[src/rtl/hpfp_mul_round.sv]
// binary16 multiplier back end: normalize, round-to-nearest-even, range check, pack.
// Optional exception flag output is enabled by defining HPFP_MUL_FLAGS_EN.
module hpfp_mul_round #(
  parameter int unsigned BIAS  = 15,
  parameter int unsigned EXP_W = 5
) (
  input  logic             clk,
  input  logic             rst,
  input  logic             in_valid,
  output logic             in_ready,
  input  logic             in_sign,
  input  logic [EXP_W-1:0] in_exp_a,
  input  logic [EXP_W-1:0] in_exp_b,
  input  logic [21:0]      in_prod,
  input  logic             in_zero,
  input  logic             in_inf,
  input  logic             in_nan,
  output logic             out_valid,
  input  logic             out_ready,
  output logic [15:0]      out_result
`ifdef HPFP_MUL_FLAGS_EN
  ,
  output logic [3:0]       out_flags
`endif
);

  // Two extra bits give a signed exponent wide enough for sum, normalize and round carry.
  localparam int unsigned EW = EXP_W + 2;
  localparam int unsigned MW = 10;

  logic          s2_load;
  logic          s1_adv;
  logic          s1_valid;
  logic          s1_sign;
  logic [EW-1:0] s1_e;
  logic [MW-1:0] s1_mant;
  logic          s1_guard;
  logic          s1_sticky;
  logic          s1_zero;
  logic          s1_inf;
  logic          s1_nan;

  logic [EW-1:0] n1_e;
  logic [MW-1:0] n1_mant;
  logic          n1_guard;
  logic          n1_sticky;

  assign s2_load  = !out_valid || out_ready;
  assign s1_adv   = !s1_valid || s2_load;
  assign in_ready = s1_adv;

  // Normalize the product so the hidden bit is dropped and guard/sticky are split out.
  always_comb begin
    n1_e      = EW'(in_exp_a) + EW'(in_exp_b) - EW'(BIAS);
    n1_mant   = in_prod[19:10];
    n1_guard  = in_prod[9];
    n1_sticky = |in_prod[8:0];
    if (in_prod[21]) begin
      n1_e      = n1_e + EW'(1);
      n1_mant   = in_prod[20:11];
      n1_guard  = in_prod[10];
      n1_sticky = |in_prod[9:0];
    end
  end

  logic          round_up;
  logic          carry;
  logic [MW-1:0] mant_r;
  logic [EW-1:0] e_r;
  logic          ovf;
  logic          unf;
  logic          is_nan;
  logic [15:0]   n2_result;

  assign round_up        = s1_guard & (s1_sticky | s1_mant[0]);
  assign {carry, mant_r} = {1'b0, s1_mant} + (MW+1)'(round_up);
  assign e_r             = s1_e + EW'(carry);
  assign ovf             = !e_r[EW-1] && (e_r >= EW'(31));
  assign unf             = e_r[EW-1] || (e_r == '0);
  assign is_nan          = s1_nan | (s1_inf & s1_zero);

  // Special operands take precedence over range checks.
  always_comb begin
    n2_result = {s1_sign, e_r[EXP_W-1:0], mant_r};
    if (is_nan)       n2_result = 16'h7E00;
    else if (s1_inf)  n2_result = {s1_sign, 5'h1F, 10'h000};
    else if (s1_zero) n2_result = {s1_sign, 15'h0000};
    else if (ovf)     n2_result = {s1_sign, 5'h1F, 10'h000};
    else if (unf)     n2_result = {s1_sign, 15'h0000};
  end

`ifdef HPFP_MUL_FLAGS_EN
  logic       is_spec;
  logic [3:0] n2_flags;

  assign is_spec  = is_nan | s1_inf | s1_zero;
  assign n2_flags = {is_nan,
                     !is_spec & ovf,
                     !is_spec & !ovf & unf,
                     !is_spec & (ovf | unf | s1_guard | s1_sticky)};
`endif

  always_ff @(posedge clk) begin
    if (rst) begin
      s1_valid   <= 1'b0;
      s1_sign    <= 1'b0;
      s1_e       <= '0;
      s1_mant    <= '0;
      s1_guard   <= 1'b0;
      s1_sticky  <= 1'b0;
      s1_zero    <= 1'b0;
      s1_inf     <= 1'b0;
      s1_nan     <= 1'b0;
      out_valid  <= 1'b0;
      out_result <= 16'h0000;
`ifdef HPFP_MUL_FLAGS_EN
      out_flags  <= 4'h0;
`endif
    end else begin
      if (s1_adv) begin
        s1_valid <= in_valid;
        if (in_valid) begin
          s1_sign   <= in_sign;
          s1_e      <= n1_e;
          s1_mant   <= n1_mant;
          s1_guard  <= n1_guard;
          s1_sticky <= n1_sticky;
          s1_zero   <= in_zero;
          s1_inf    <= in_inf;
          s1_nan    <= in_nan;
        end
      end
      if (s2_load) begin
        out_valid <= s1_valid;
        if (s1_valid) begin
          out_result <= n2_result;
`ifdef HPFP_MUL_FLAGS_EN
          out_flags  <= n2_flags;
`endif
        end
      end
    end
  end

endmodule

[config.mk]
export PLATFORM = sky130hd
export DESIGN_NAME = hpfp_mul_round
export DESIGN_NICKNAME = d
export VERILOG_FILES = /design/src/rtl/hpfp_mul_round.sv
export SDC_FILE = /design/constraint.sdc
export NUM_CORES = 1
export LEC_CHECK = 0
export CORE_MARGIN = 2
export CORE_UTILIZATION = 54
export CTS_CLUSTER_SIZE = 12
export DETAILED_ROUTE_END_ITERATION = 12
export PLACE_DENSITY_LB_ADDON = 0.05
export SYNTH_ARGS = -nofsm -noshare
export SYNTH_HDL_FRONTEND = slang
export SYNTH_SLANG_ARGS = --single-unit
[constraint.sdc]
create_clock -name clk -period 5.2 [get_ports clk]
set_input_delay 1.3 -clock clk [delete_from_list [all_inputs] [get_ports clk]]
set_output_delay 1.3 -clock clk [all_outputs]
set_load 0.1 [all_outputs]
==> summary.md <==
| Metric | Value |
|---|---|
| PnR worst setup slack | `1414 ps` |
| Skew final | `7.181 ps` |
| Wire length on met3 | `271 um` |
| Hold WS | `451.4 ps` |
| Fin crit share | `72.81%` |
| Total die area | `5013 sq um` |
| Sequential area share after synthesis | `34.06%` |
| Die Ht | `70.80 um` |
| Wl on met1 | `2127 um` |
| Relative slew slack | `34.86%` |
| CTS tree | `yes` |
| Routed Antenna Nets | `0` |
| Unrepaired setup endpoints after global routing | `false` |
| Post-layout min period | `3786 ps` |
| Synth area leaders | `dfxtp_1, ha_1, a211oi_1` |
| Register Area | `820.8 sq um` |
| Global-route wire length before repair | `8204 um` |
| Final Non-Filler Cells | `385` |
| WL final | `4623 um` |
| Critical Path Fanout Max | `8` |
| Synth top area share | `34.06%` |
| Distinct cells, synth | `46` |
| Vias in the first global route | `1958` |
| Synth Cell Area | `2410 sq um` |
| CTS Hold Bufs | `0` |
| Via density per instance | `5.408` |
| Final Hold Fails | `0` |
| Peak supply drop | `0.1506 mV` |
| GPL Wtd Cong | `0.7658` |
| Hold depth | `2` |
| Cell count after synthesis | `282` |
| Post-CTS setup repair buffer count | `0` |
| Ant. Diodes | `0` |
| Hold Crit Class | `reg2reg` |
| Startpoint types | `input pin` |
| Post-synth EDFFs | `0` |
| Seq cells post-synth | `41` |
| Dpl hpwl | `3617 um` |
| Commonest non-fill, non-tap cells in the layout | `clkdlybuf4s50_1, dfxtp_1, nor2_1` |
| Worst slack at placement | `1388 ps` |
| Num rows | `24` |
| Total track usage | `19.83%` |
| Worst path required time | `3900 ps` |
| Main flop type after synthesis | `dfxtp_1` |
| Mean Syn Cell Area | `8.545 sq um` |
| Multi-input combinational cell area | `1450 sq um` |
| Largest net degree at the start of global routing | `46` |
| IO Pins | `58` |
| Cells after DPL | `377` |
| CP endpoint kind | `output pin` |
| Routed len/inst | `12.01 um` |
| Clock Path Buffers | `2` |
| TritonCTS Sinks | `41` |
| Outcome | `finished, final reports clean` |
| P_leak | `1.180 nW` |
| Max-cap violations | `0` |
| Most common cell after layout, fill and taps aside | `clkdlybuf4s50_1` |
| NumNets Final | `387` |
| TritonCTS buffer count | `5` |
| # DRC | `0` |
| Cell area power density | `272.0 nW/um^2` |
| Via count | `2082` |
| Top Layer Used | `met4` |
| Post-synth ARST share | `0%` |
| FF-to-FF path depth | `13` |
| Initial antenna violation count | `0` |
| Slew @ Worst Pin | `974.1 ps` |
| Yosys Warn Count | `0` |
| Clock H-tree levels | `2` |
| Area of the core | `4324 sq um` |
| F_max | `264.1 MHz` |
| Synth area leader | `dfxtp_1` |
| Critical Path AT | `2490 ps` |
| Initial detailed-routing violation count | `80` |
| Crit-path cells | `clkdlybuf4s50_1, nand2b_1, or2_1, buf_4` |
| Area delta synth->final | `28.45%` |
| Pins Over Slew Limit | `0` |
| Slowest-stage cell, CP | `clkdlybuf4s50_1` |
| Setup TNS Final | `0 ps` |
| Filler Cells Inserted | `355` |
| Clock Latency Late Sink | `290 ps` |
| Initial cell density of the core | `55.73%` |
| Layout cells sized above 1 | `6.607%` |
| Clock-pin slew on the worst setup and hold paths | `80 ps` |
| GRT overflow | `0` |
| Met2 Wirelength | `2202 um` |
| Synth Net Count | `337` |
| Crit Path Category | `in2out` |
| PostCTS Resize Cnt | `0` |
| Root Buffer | `clkbuf_8` |
| IO buf count | `57` |
| CP max stage delay | `450 ps` |
| Final Setup Violations | `0` |
| Drt pass-1 iters | `4` |
| Die W | `70.80 um` |
registers in the layout, indices dropped and copies added (netlist names):
name	cells
s1_inf	1
s1_zero	1
s1_e	7
out_result	16
s1_valid	1
s1_sticky	1
s1_sign	1
s1_mant	10
s1_guard	1
out_valid	1
s1_nan	1
cell families after synthesis:
| group | count (synthesis) | share of synthesized area (%) |
|---|---|---|
| adder cells (fa/ha/maj) | 15 | 8.100 |
| AND/OR/NAND/NOR | 100 | 21.44 |
| AO/OA/AOI/OAI | 64 | 18.74 |
| multiplexers | 12 | 4.985 |
| flip-flops | 41 | 34.06 |
| XOR/XNOR | 19 | 6.906 |
| buffers and inverters | 31 | 5.763 |
final cells by class:
| type | instances | share of cell area, % |
|---|---|---|
| flip-flops and latches | 41 | 26.52 |
| inverters | 15 | 1.819 |
| clock buffers | 6 | 2.668 |
| multi-input cells | 210 | 46.85 |
| repair buffers | 59 | 18.84 |
| clock inverters | 2 | 1.213 |
| well taps | 52 | 2.102 |
report_power, final:
part / switching, W / internal [W] / total, W
Clock: 0.000107 / 0.000156 / 0.000263
Sequential: 0.0000211 / 0.000335 / 0.000356
Combinational: 0.000125 / 0.0000971 / 0.000223
Total: 0.000254 / 0.000588 / 0.000842
cells in the mapped netlist (all sizes together), types with 2 or more instances:
cell / count
o31ai: 2
nand3b: 4
nor3b: 2
nand4: 6
nand3: 8
o21ai: 6
xor2: 7
buf: 8
a211oi: 20
xnor2: 12
inv: 15
ha: 14
o21a: 4
a21oi: 21
or2: 3
clkbuf: 8
dfxtp: 41
nor3: 11
nor2: 28
nand2: 26
a311oi: 3
mux2i: 12
nand2b: 5
final timing paths:
path                                    start            end  slack (ps)
worst max-delay path                out_ready       in_ready        1410
worst min-delay path            out_result[5]  out_result[5]         450
worst max register to register     s1_mant[0]  out_result[3]        1950
worst min register to register  out_result[5]  out_result[5]         450
worst max-delay path: cells and delay by family:
| kind | cells | cell delay, ps |
|---|---|---|
| buffers and inverters | 2 | 750 |
| AND/OR/NAND/NOR | 2 | 430 |
routing by layer:
| layer | up-vias | global-route usage [%] |
|---|---|---|
| met5 | - | 0 |
| met4 | 0 | 5.660 |
| met3 | 2 | 4.701 |
| met2 | 71 | 33.75 |
| met1 | 902 | 25.11 |
| li1 | 1107 | - |
per-stage QoR:
step	instance area, sq um	util, %	power (W)
detailed placement	2975	68.81	0.0005862
global placement	2975	68.81	0.0005810
finish	3095	71.59	0.0008420
global route	3095	71.59	0.0008840
CTS	3095	71.59	0.0008498
floorplan	2410	-	0.0005242
No activity file was read; power rests on OpenSTA's default activity.
